[src/rtl/ps2_verification.sv]
// Switch-to-UART bring-up block. Each debounced button press sends the 8 slide
// switches once as an 8N1 frame (LSB first) so the host serial link can be checked.
module ps2_verification #(
  parameter int CLKS_PER_BIT    = 868,
  parameter int DEBOUNCE_CYCLES = 1_000_000
) (
  input  logic       clk_i,
  input  logic       reset_i,
  input  logic [7:0] sw_i,
  input  logic       btn_i,
  output logic       TX_serial
);

  localparam int BAUD_W = (CLKS_PER_BIT > 1) ? $clog2(CLKS_PER_BIT) : 1;
  localparam int DB_W   = $clog2(DEBOUNCE_CYCLES + 1);
  localparam int SYNC_STAGES = 2;

  localparam logic [BAUD_W-1:0] BAUD_LAST = BAUD_W'(CLKS_PER_BIT - 1);
  localparam logic [DB_W-1:0]   DB_LAST   = DB_W'(DEBOUNCE_CYCLES - 1);

  typedef enum logic [1:0] {
    IDLE,
    START,
    DATA,
    STOP
  } tx_state_e;

  // ---------------------------------------------------------------------------
  // Button conditioning: synchronizer shift register, debouncer, rising edge
  // ---------------------------------------------------------------------------
  logic [SYNC_STAGES-1:0] sync_pipe;
  logic                   btn_sync;
  logic                   btn_db;
  logic                   btn_db_q;
  logic [DB_W-1:0]        db_cnt;
  logic                   press;

  assign btn_sync = sync_pipe[SYNC_STAGES-1];

  always_ff @(posedge clk_i or posedge reset_i) begin
    if (reset_i) sync_pipe <= '0;
    else         sync_pipe <= {sync_pipe[SYNC_STAGES-2:0], btn_i};
  end

  // Counter only runs while the synchronized input disagrees with the
  // debounced level, so any bounce back to the old level restarts the wait.
  always_ff @(posedge clk_i or posedge reset_i) begin
    if (reset_i) begin
      btn_db <= 1'b0;
      db_cnt <= '0;
    end else if (btn_sync == btn_db) begin
      db_cnt <= '0;
    end else if (db_cnt == DB_LAST) begin
      btn_db <= btn_sync;
      db_cnt <= '0;
    end else begin
      db_cnt <= db_cnt + 1'b1;
    end
  end

  always_ff @(posedge clk_i or posedge reset_i) begin
    if (reset_i) btn_db_q <= 1'b0;
    else         btn_db_q <= btn_db;
  end

  assign press = btn_db & ~btn_db_q;

  // ---------------------------------------------------------------------------
  // UART transmitter
  // ---------------------------------------------------------------------------
  tx_state_e         state;
  logic [7:0]        shift;
  logic [2:0]        bit_cnt;
  logic [BAUD_W-1:0] baud_cnt;
  logic              baud_done;

  assign baud_done = (baud_cnt == BAUD_LAST);

  // TX_serial is loaded with the level of the state being entered, so the
  // line changes on the same edge as the state and every bit lasts exactly
  // CLKS_PER_BIT cycles. The async reset drives the line idle immediately.
  always_ff @(posedge clk_i or posedge reset_i) begin
    if (reset_i) begin
      state     <= IDLE;
      shift     <= '0;
      bit_cnt   <= '0;
      baud_cnt  <= '0;
      TX_serial <= 1'b1;
    end else begin
      case (state)
        IDLE: begin
          TX_serial <= 1'b1;
          if (press) begin
            shift     <= sw_i;
            bit_cnt   <= '0;
            baud_cnt  <= '0;
            TX_serial <= 1'b0;
            state     <= START;
          end
        end

        START: begin
          if (baud_done) begin
            baud_cnt  <= '0;
            TX_serial <= shift[0];
            state     <= DATA;
          end else begin
            baud_cnt <= baud_cnt + 1'b1;
          end
        end

        DATA: begin
          if (baud_done) begin
            baud_cnt <= '0;
            if (bit_cnt == 3'd7) begin
              TX_serial <= 1'b1;
              state     <= STOP;
            end else begin
              bit_cnt   <= bit_cnt + 1'b1;
              shift     <= {1'b0, shift[7:1]};
              TX_serial <= shift[1];
            end
          end else begin
            baud_cnt <= baud_cnt + 1'b1;
          end
        end

        STOP: begin
          // A press coinciding with this exit is deliberately not looked at.
          if (baud_done) begin
            baud_cnt <= '0;
            state    <= IDLE;
          end else begin
            baud_cnt <= baud_cnt + 1'b1;
          end
        end

        default: begin
          TX_serial <= 1'b1;
          baud_cnt  <= '0;
          state     <= IDLE;
        end
      endcase
    end
  end

endmodule

[config.mk]
export PLATFORM = sky130hd
export DESIGN_NAME = ps2_verification
export DESIGN_NICKNAME = d
export VERILOG_FILES = /design/src/rtl/ps2_verification.sv
export SDC_FILE = /design/constraint.sdc
export NUM_CORES = 1
export LEC_CHECK = 0
export CORE_ASPECT_RATIO = 1.5
export CORE_MARGIN = 4
export CORE_UTILIZATION = 30
export DETAILED_ROUTE_END_ITERATION = 6
export GPL_TIMING_DRIVEN = 0
export PLACE_DENSITY = 0.44
export SYNTH_ARGS = -nofsm -noshare
export SYNTH_HDL_FRONTEND = slang
export SYNTH_SLANG_ARGS = --single-unit
export TNS_END_PERCENT = 30
[constraint.sdc]
create_clock -name clk_i -period 4.3 [get_ports clk_i]
set_clock_uncertainty 0.1 [all_clocks]
set_input_delay 1.075 -clock clk_i [delete_from_list [all_inputs] [get_ports clk_i]]
set_output_delay 1.075 -clock clk_i [all_outputs]
set_load 0.02 [all_outputs]
==> results.toml, run 1 <==
[status]
status = "finished, final reports clean"

[cts]
post-cts-setup-buffers = 0
hold_buffers = 0
clock_path_buffers = 2
clkLatencyLatePin_ps = 290
cts_tree = "yes"
cts_max_level = 2
cts_resized = 0
path_clk_slew_ps = 70
cts_root_buf = "clkbuf_16"
clock-sinks = 48
numCtsBuffers = 5

[timing]
fmax_mhz = 364.9
rsz0062_at_grt = "no"
setup_ws_ps = 1560
tns_ps = 0
hold_viol_final = 0
worst_pin_slew_ps = 877.8
fin_crit_sh_pct = 63.73
min_period_ps = 2740
drv_slew = 0
relSlewSlack_pct = 41.20
setup_violations = 0

[yosys]
yosys-top-cells-count = "47 x dfrtp_1, 23 x nand2_1, 18 x nor2_1, 16 x mux2_2, 16 x o21ai_0"
synth-seq-cells = 48
synth_top_cell_by_area = "dfrtp_1"
avgSynthCellArea_um2 = 10.04
synth_edf_count = 0
synth.most_common_cell = "dfrtp_1"
synthFlopType = "dfrtp_1"
synth.area.top_cells = "dfrtp_1 47%, mux2_2 7.2%, ha_1 4.0%, nand2_1 3.4%, o21ai_0 3.2%"
yosys.cell_types.count = 41
synth_warnings = 0
synthCells = 250
synthArstFlopShare_pct = 100.0
yosysTopAreaCellShare_pct = 46.86
syn_area_um2 = 2510
synth.yosys.seq_area_share_pct = 47.91
synth_fp_nets = 269

[floorplan]
rows = 40
die_area_um2 = 9924
core-area_um2 = 8108
io_pins = 12
start_util_pct = 30.96
die_w_um = 82.69
die_h_um = 120.0

[power_and_ir_drop]
vdd_drop_max_mv = 0.1545
power_density_nw_per_um2 = 320.5
p_leak_nw = 1.167

[critical_path]
critPathMaxFanout = 10
end_kind = "flop"
worst_ep_required_time_ps = 4370
cp.arrival_ps = 2810
rr_startpoint = "state[0]"
crit_start = "state[0]"
critical-path-top-delay-family = "compound AO/OA/AOI/OAI gates"
cpPeakStageDelay_ps = 810
startpoint_type = "flop"
cp_num_buf_inv = 2
critPathKind = "reg -> reg"
cp_slowest_cell = "a31oi_1"
cp_cell_sequence = "inv_1, ha_1, clkbuf_1, nand2_1, a31oi_1, mux2_2"

[route]
wl_um = 5294
drt-initial-drc-count = 45
wl_per_cell_um = 14.12
dr.pass1.iters = 4
post_drt_via_cell_ratio = 5.013
ant_nets = 0
drc = 0
vias = 1880

[min_path]
worstHoldStart = "sync_pipe[0]"
hold_class = "reg -> reg"

[grt]
grt_use_met1_pct = 14.18
met3_usage_pct = 2.252
gr-total-overflow = 0
antenna_found_initial = 0
grt_pass1_wl_um = 9390
grt_max_degree = 37
grtUsageTotal_pct = 12.04
grt_pass1_vias = 1940
use_met2_pct = 21.13
busiest_layer = "met2"

[layout]
nets = 288
diodes = 0
seq_area_um2 = 1202
final_util_pct = 36.25
multi_input_area_um2 = 1246
drive_gt1_share_pct = 12.59
syn2layout_area_growth_pct = 17.10
fillerInstances = 861

[placement]
dpl.hpwl_um = 3857
place_congestion = 0.8181
portBuffers = 11
post-place-ws_ps = 1532

[run]
cap_violations = 0
cells by family (layout without fill, tap and decap cells):
| group | Yosys count | in the layout | synth area share [%] |
|---|---|---|---|
| buffers and inverters | 16 | 36 | 2.442 |
| XOR/XNOR | 12 | 12 | 4.187 |
| adder cells (fa/ha/maj) | 8 | 8 | 3.988 |
| AND/OR/NAND/NOR | 94 | 94 | 20.24 |
| AO/OA/AOI/OAI | 53 | 53 | 12.86 |
| multiplexers | 19 | 19 | 8.375 |
| flip-flops | 48 | 48 | 47.91 |
layout make-up:
cell class / count / area share [%]
Tap cell: 105 / 4.470
Inverter: 9 / 1.149
Clock buffer: 5 / 4.257
Timing Repair Buffer: 12 / 4.427
Sequential cell: 48 / 40.91
Multi-Input combinational cell: 186 / 42.40
Clock inverter: 3 / 1.447
Buffer: 7 / 0.9366
layout by cell type (no fill, tap or decap), types with 2 or more instances in the layout:
master and count:
dfrtp_1 47, nand2_1 23, nor2_1 18, o21ai_0 16
mux2_2 16, a21oi_1 15, clkdlybuf4s50_1 11, nand3_1 9
inv_1 8, nor3_1 8, a31oi_1 8, xnor2_1 8
ha_1 8, clkbuf_1 6, or3_1 5, nand4b_1 5
clkbuf_16 5, nand4_1 4, xor2_1 4, nand2b_1 3
and3_1 3, o31ai_1 3, o211ai_1 3, or4_1 3
nor4_1 3, mux2i_1 3, and2_1 2, a41oi_1 2
a22o_1 2
flip-flops by register name, indices dropped and copies added (netlist names):
signal and flops:
shift 8, btn_db 1, state 2, btn_db_q 1, sync_pipe 2, bit_cnt 3
baud_cnt 10, TX_serial 1, db_cnt 20
metal layers:
metal	vias to the layer above	routed length (um)
li1	948	-
met4	0	85
met2	15	2852
met5	-	0
met1	911	2238
met3	6	117
worst paths after layout:
check	endpoint	slack [ps]	cells after the start
setup / recovery	shift[2]	1560	6
hold / removal	sync_pipe[1]	250	0
setup reg to reg	shift[2]	1560	6
hold reg to reg	sync_pipe[1]	250	0
max in group asynchronous	TX_serial	2600	3
min in group asynchronous	db_cnt[16]	950	2
power breakdown:
| group | internal (mW) | total [mW] | leakage [nW] | switching (mW) |
|---|---|---|---|---|
| combinational | 0.0169 | 0.0340 | 0.452 | 0.0171 |
| clock | 0.273 | 0.445 | 0.0798 | 0.172 |
| sequential | 0.457 | 0.463 | 0.636 | 0.00501 |
metrics by stage:
step | power, mW | instances | instance area, um2 | hold slack [ps]
5_1_grt | 0.9833 | 375 | 2939 | 264.3
2_1_floorplan | 0.4882 | 250 | 2510 | 231.2
6_report | 0.9420 | 375 | 2939 | 253.2
3_5_place_dp | 0.5069 | 367 | 2771 | 242.6
4_1_cts | 0.9621 | 375 | 2939 | 258.8
3_3_place_gp | 0.5044 | 366 | 2751 | 241.5
Note: power is estimated with default switching activity, not from simulation.
==> inputs of run 2 (changes only) <==
PLACE_DENSITY = 0.46   (was 0.44)
clock period = 2.31 ns   (was 4.3 ns; I/O delays follow)
==> results.toml, run 2 (same netlist as run 1, synthesis figures left out) <==
[route]
ant_nets = 0
dr.pass1.iters = 3
post_drt_via_cell_ratio = 5.154
wl_per_cell_um = 14.19
drt-initial-drc-count = 59
drc = 0
wl_um = 5351
vias = 1943

[critical_path]
startpoint_type = "flop"
rr_startpoint = "db_cnt[0]"
worst_ep_required_time_ps = 2420
end_kind = "flop"
rrSetupSlack_ps = 40
cp.arrival_ps = 2380
r2r_end = "db_cnt[18]"
critPathKind = "reg -> reg"
critPathMaxFanout = 7
reg2regPathDepth = 6

[timing]
min_period_ps = 2266
rsz0062_at_grt = "yes"
setup_ws_ps = 43.76
tns_ps = 0
hold_viol_final = 0
setup_violations = 0
worst_pin_slew_ps = 512.4
relSlewSlack_pct = 65.84
drv_slew = 0
fmax_mhz = 441.3
fin_crit_sh_pct = 98.11

[placement]
dpl.hpwl_um = 3943
place_congestion = 0.7741
post-place-ws_ps = -443.5
placed_cells = 367
portBuffers = 11

[cts]
numCtsBuffers = 5
cts_root_buf = "clkbuf_16"
clkLatencyLatePin_ps = 290
cts_max_level = 2
cts_tree = "yes"
clock-sinks = 48
path_clk_slew_ps = 60
hold_buffers = 0
clock_path_buffers = 2

[layout]
drive_gt1_share_pct = 18.01
registers.top_by_ff_count = "db_cnt"
final_cell_mix = "45 x dfrtp_1, 22 x nand2_1, 18 x nor2_1, 16 x o21ai_0, 16 x mux2_2"
nets = 290
layout_commonest_cell = "dfrtp_1"
syn2layout_area_growth_pct = 20.79
largestRegisters = "db_cnt (20), baud_cnt (10), shift (8)"
stdcell_count = 377
diodes = 0
fillerInstances = 862
final_util_pct = 37.39
largest_reg_flops = 20

[power_and_ir_drop]
vdd_drop_max_mv = 0.5004
power_density_nw_per_um2 = 578.5
p_leak_nw = 1.205

[floorplan]
io_pins = 12
core-area_um2 = 8108
die_area_um2 = 9924
die_h_um = 120.0
rows = 40
start_util_pct = 30.96
die_w_um = 82.69

[grt]
grtUsageTotal_pct = 12.08
gr-total-overflow = 0
grt_pass1_vias = 2060
antenna_found_initial = 0
grt_pass1_wl_um = 9384
grt_max_degree = 38

[min_path]
worstHoldStart = "sync_pipe[0]"
whs_endpoint = "sync_pipe[1]"
hold_class = "reg -> reg"
min_path_cells = 0

[run]
cap_violations = 0

[status]
status = "finished, final reports clean"
## run 2: changes by cell type in the layout (fill, tap and decap cells not counted), sizes merged
cell / before / now
buf: 2 / 6
clkbuf: 11 / 9
## run 2: area by class of cell
cell class                      count  area (um2)  share of cell area [%]
Sequential cell                    48        1205                   39.74
Multi-Input combinational cell    186        1314                   43.33
Buffer                              6       27.53                  0.9080
Clock inverter                      3       42.54                   1.403
Tap cell                          105       131.4                   4.333
Inverter                            9       33.78                   1.114
Clock buffer                        5       125.1                   4.127
Timing Repair Buffer               15       152.6                   5.035
## run 2: report_power, final
part	internal (mW)	total (mW)	switching, mW
Combinational	0.0365	0.0700	0.0335
Sequential	0.852	0.862	0.0103
Clock	0.509	0.822	0.313
## run 2: per-stage QoR
stage / hold slack [ps] / power, mW / cell area [um2]
6_report: 251.1 / 1.754 / 3032
4_1_cts: 257.0 / 1.784 / 2979
3_5_place_dp: 241.0 / 0.9443 / 2771
3_3_place_gp: 233.9 / 0.9390 / 2751
2_1_floorplan: 231.2 / 0.9087 / 2510
5_1_grt: 267.7 / 1.831 / 3032
## run 2: critical path: stages (launching register included)
cell and delay [ps]:
dfrtp_1 430, ha_4 180, nand4_2 130, or4_1 530, buf_2 170, or4_1 500, a21oi_2 140
## run 2: how the worst max path moves through the flow
stage | startpoint | end | slack (ps) | cells after the start
final | db_cnt[0] | db_cnt[18] | 40 | 6
after floorplan | state[0] | shift[0] | 130 | 6
after detailed placement | state[0] | shift[4] | -440 | 6
after global routing | db_cnt[0] | db_cnt[18] | -60 | 6
after global placement | reset_i | sync_pipe[0] | -600 | 2
after CTS | db_cnt[0] | db_cnt[18] | -30 | 6
## run 2: routing by layer
layer | track usage (%) | vias up | part of all wire (%)
li1 | - | 950 | -
met1 | 12.38 | 972 | 39
met2 | 22.59 | 13 | 58
met3 | 2.477 | 8 | 1.5
met4 | 5.215 | 0 | 2.0
met5 | 0 | - | 0
## run 2: timing repair
action,CTS,global route
setup buffers,0,3
setup endpoints to repair,21,30
pin swaps,0,1
resized for setup,8,12
==> inputs of run 3 (changes only) <==
CELL_PAD_IN_SITES_DETAIL_PLACEMENT = 0   (was unset)
CELL_PAD_IN_SITES_GLOBAL_PLACEMENT = 1   (was unset)
PLACE_DENSITY = 0.55   (was 0.46)
TNS_END_PERCENT = unset   (was 30)
==> results.toml, run 3 (same netlist as run 1, synthesis figures left out) <==
[status]
status = "finished, final reports clean"

[min_path]
hold_class = "reg -> reg"

[cts]
path_clk_slew_ps = 70
cts_root_buf = "clkbuf_16"
hold_buffers = 0
numCtsBuffers = 5
cts_tree = "yes"
clock_path_buffers = 2
clkLatencyLatePin_ps = 290
cts_max_level = 2
clock-sinks = 48

[layout]
nets = 290
stdcell_count = 377
drive_gt1_share_pct = 17.28
diodes = 0
layout_commonest_cell = "dfrtp_1"
syn2layout_area_growth_pct = 20.24
largest_reg_flops = 20
largestRegisters = "db_cnt (20), baud_cnt (10), shift (8)"
final_util_pct = 37.22
final_cell_mix = "46 x dfrtp_1, 22 x nand2_1, 18 x nor2_1, 16 x o21ai_0, 16 x mux2_2"
registers.top_by_ff_count = "db_cnt"

[floorplan]
io_pins = 12
rows = 40
core-area_um2 = 8108
die_w_um = 82.69
start_util_pct = 30.96
die_area_um2 = 9924
die_h_um = 120.0

[critical_path]
critPathKind = "reg -> reg"
crit_start = "baud_cnt[1]"
endpoint = "shift[4]"
end_kind = "flop"
critPathMaxFanout = 7
startpoint_type = "flop"
rr_startpoint = "baud_cnt[1]"
rrSetupSlack_ps = 80
cp.arrival_ps = 2310
r2r_end = "shift[4]"
worst_ep_required_time_ps = 2390
reg2regPathDepth = 5

[grt]
grt_pass1_wl_um = 9321
antenna_found_initial = 0
gr-total-overflow = 0
grt_max_degree = 35
grtUsageTotal_pct = 12.08
grt_pass1_vias = 1942

[timing]
hold_viol_final = 0
min_period_ps = 2229
relSlewSlack_pct = 66.32
drv_slew = 0
fin_crit_sh_pct = 96.50
setup_ws_ps = 80.83
fmax_mhz = 448.6
setup_violations = 0
tns_ps = 0
rsz0062_at_grt = "no"
worst_pin_slew_ps = 505.3

[route]
drt-initial-drc-count = 42
wl_per_cell_um = 14.37
wl_um = 5416
vias = 1932
dr.pass1.iters = 4
drc = 0
ant_nets = 0
post_drt_via_cell_ratio = 5.125

[run]
cap_violations = 0

[placement]
portBuffers = 11
post-place-ws_ps = -488.5
placed_cells = 367
place_congestion = 0.7872
dpl.hpwl_um = 3901

[power_and_ir_drop]
vdd_drop_max_mv = 0.3208
p_leak_nw = 1.199
switching_share_pct = 22.97
power_mw = 1.675
intPower_mw = 1.290
clkPwrFrac_pct = 44.5
power.switching_mw = 0.3849
pwr-share-comb_pct = 4.1
p_seq_share_pct = 51.4
power_density_nw_per_um2 = 555.1
[run 3: changes by cell type in the layout (fill, tap and decap cells not counted), sizes merged]
cell      previous run  this run
clkinvlp             1         2
bufinv               1         0
[run 3: cell type report]
class,count,area [um2]
clock inverter,3,23.77
timing repair buffer,16,160.2
fill,821,5090
clock buffer,5,125.1
inverter,9,33.78
buffer,5,25.02
multi-input combinational,186,1315
sequential,48,1204
tap,105,131.4
[run 3: repair_timing]
item | in CTS | in global routing
setup buffers | 1 | 3
setup endpoints to repair | 29 | 31
gates cloned | 0 | 0
pin swaps | 1 | 2
resized for setup | 8 | 10
[run 3: worst max-delay path, stage by stage, from the launching register on]
cell	delay [ps]
dfrtp_1	400
ha_2	230
or4bb_4	600
nor3_4	280
a31oi_4	190
mux2_2	310
[run 3: power by group through the flow]
stage,Clock (mW),Combinational (mW),Sequential [mW]
after global routing,0.808,0.0815,0.863
final,0.745,0.0695,0.861
after floorplan,0,0.0345,0.874
after global placement,0,0.0628,0.877
after detailed placement,0,0.0680,0.877
after CTS,0.786,0.0723,0.859
[run 3: worst min path at each step]
| stage | startpoint | end | slack (ps) | depth (start not counted) |
|---|---|---|---|---|
| floorplan | sync_pipe[0] | sync_pipe[1] | 230 | 0 |
| global placement | sync_pipe[0] | sync_pipe[1] | 240 | 0 |
| detailed placement | sync_pipe[0] | sync_pipe[1] | 240 | 0 |
| CTS | sync_pipe[0] | sync_pipe[1] | 260 | 0 |
| global route | sync_pipe[0] | sync_pipe[1] | 260 | 0 |
| finish | sync_pipe[0] | sync_pipe[1] | 250 | 0 |
[run 3: stage by stage]
stage	area [um2]	hold slack, ps
2_1_floorplan	2510	231.2
3_3_place_gp	2751	241.7
3_5_place_dp	2771	238.5
4_1_cts	2972	255.9
5_1_grt	3018	258.4
6_report	3018	251.0
[run 3: routing by layer]
metal / track usage [%] / vias to the layer above / share of wire (%)
met5: 0 / - / 0
met4: 4.601 / 0 / 1.9
met3: 2.477 / 6 / 2.4
met2: 21.54 / 28 / 54
met1: 13.66 / 944 / 42
li1: - / 954 / -
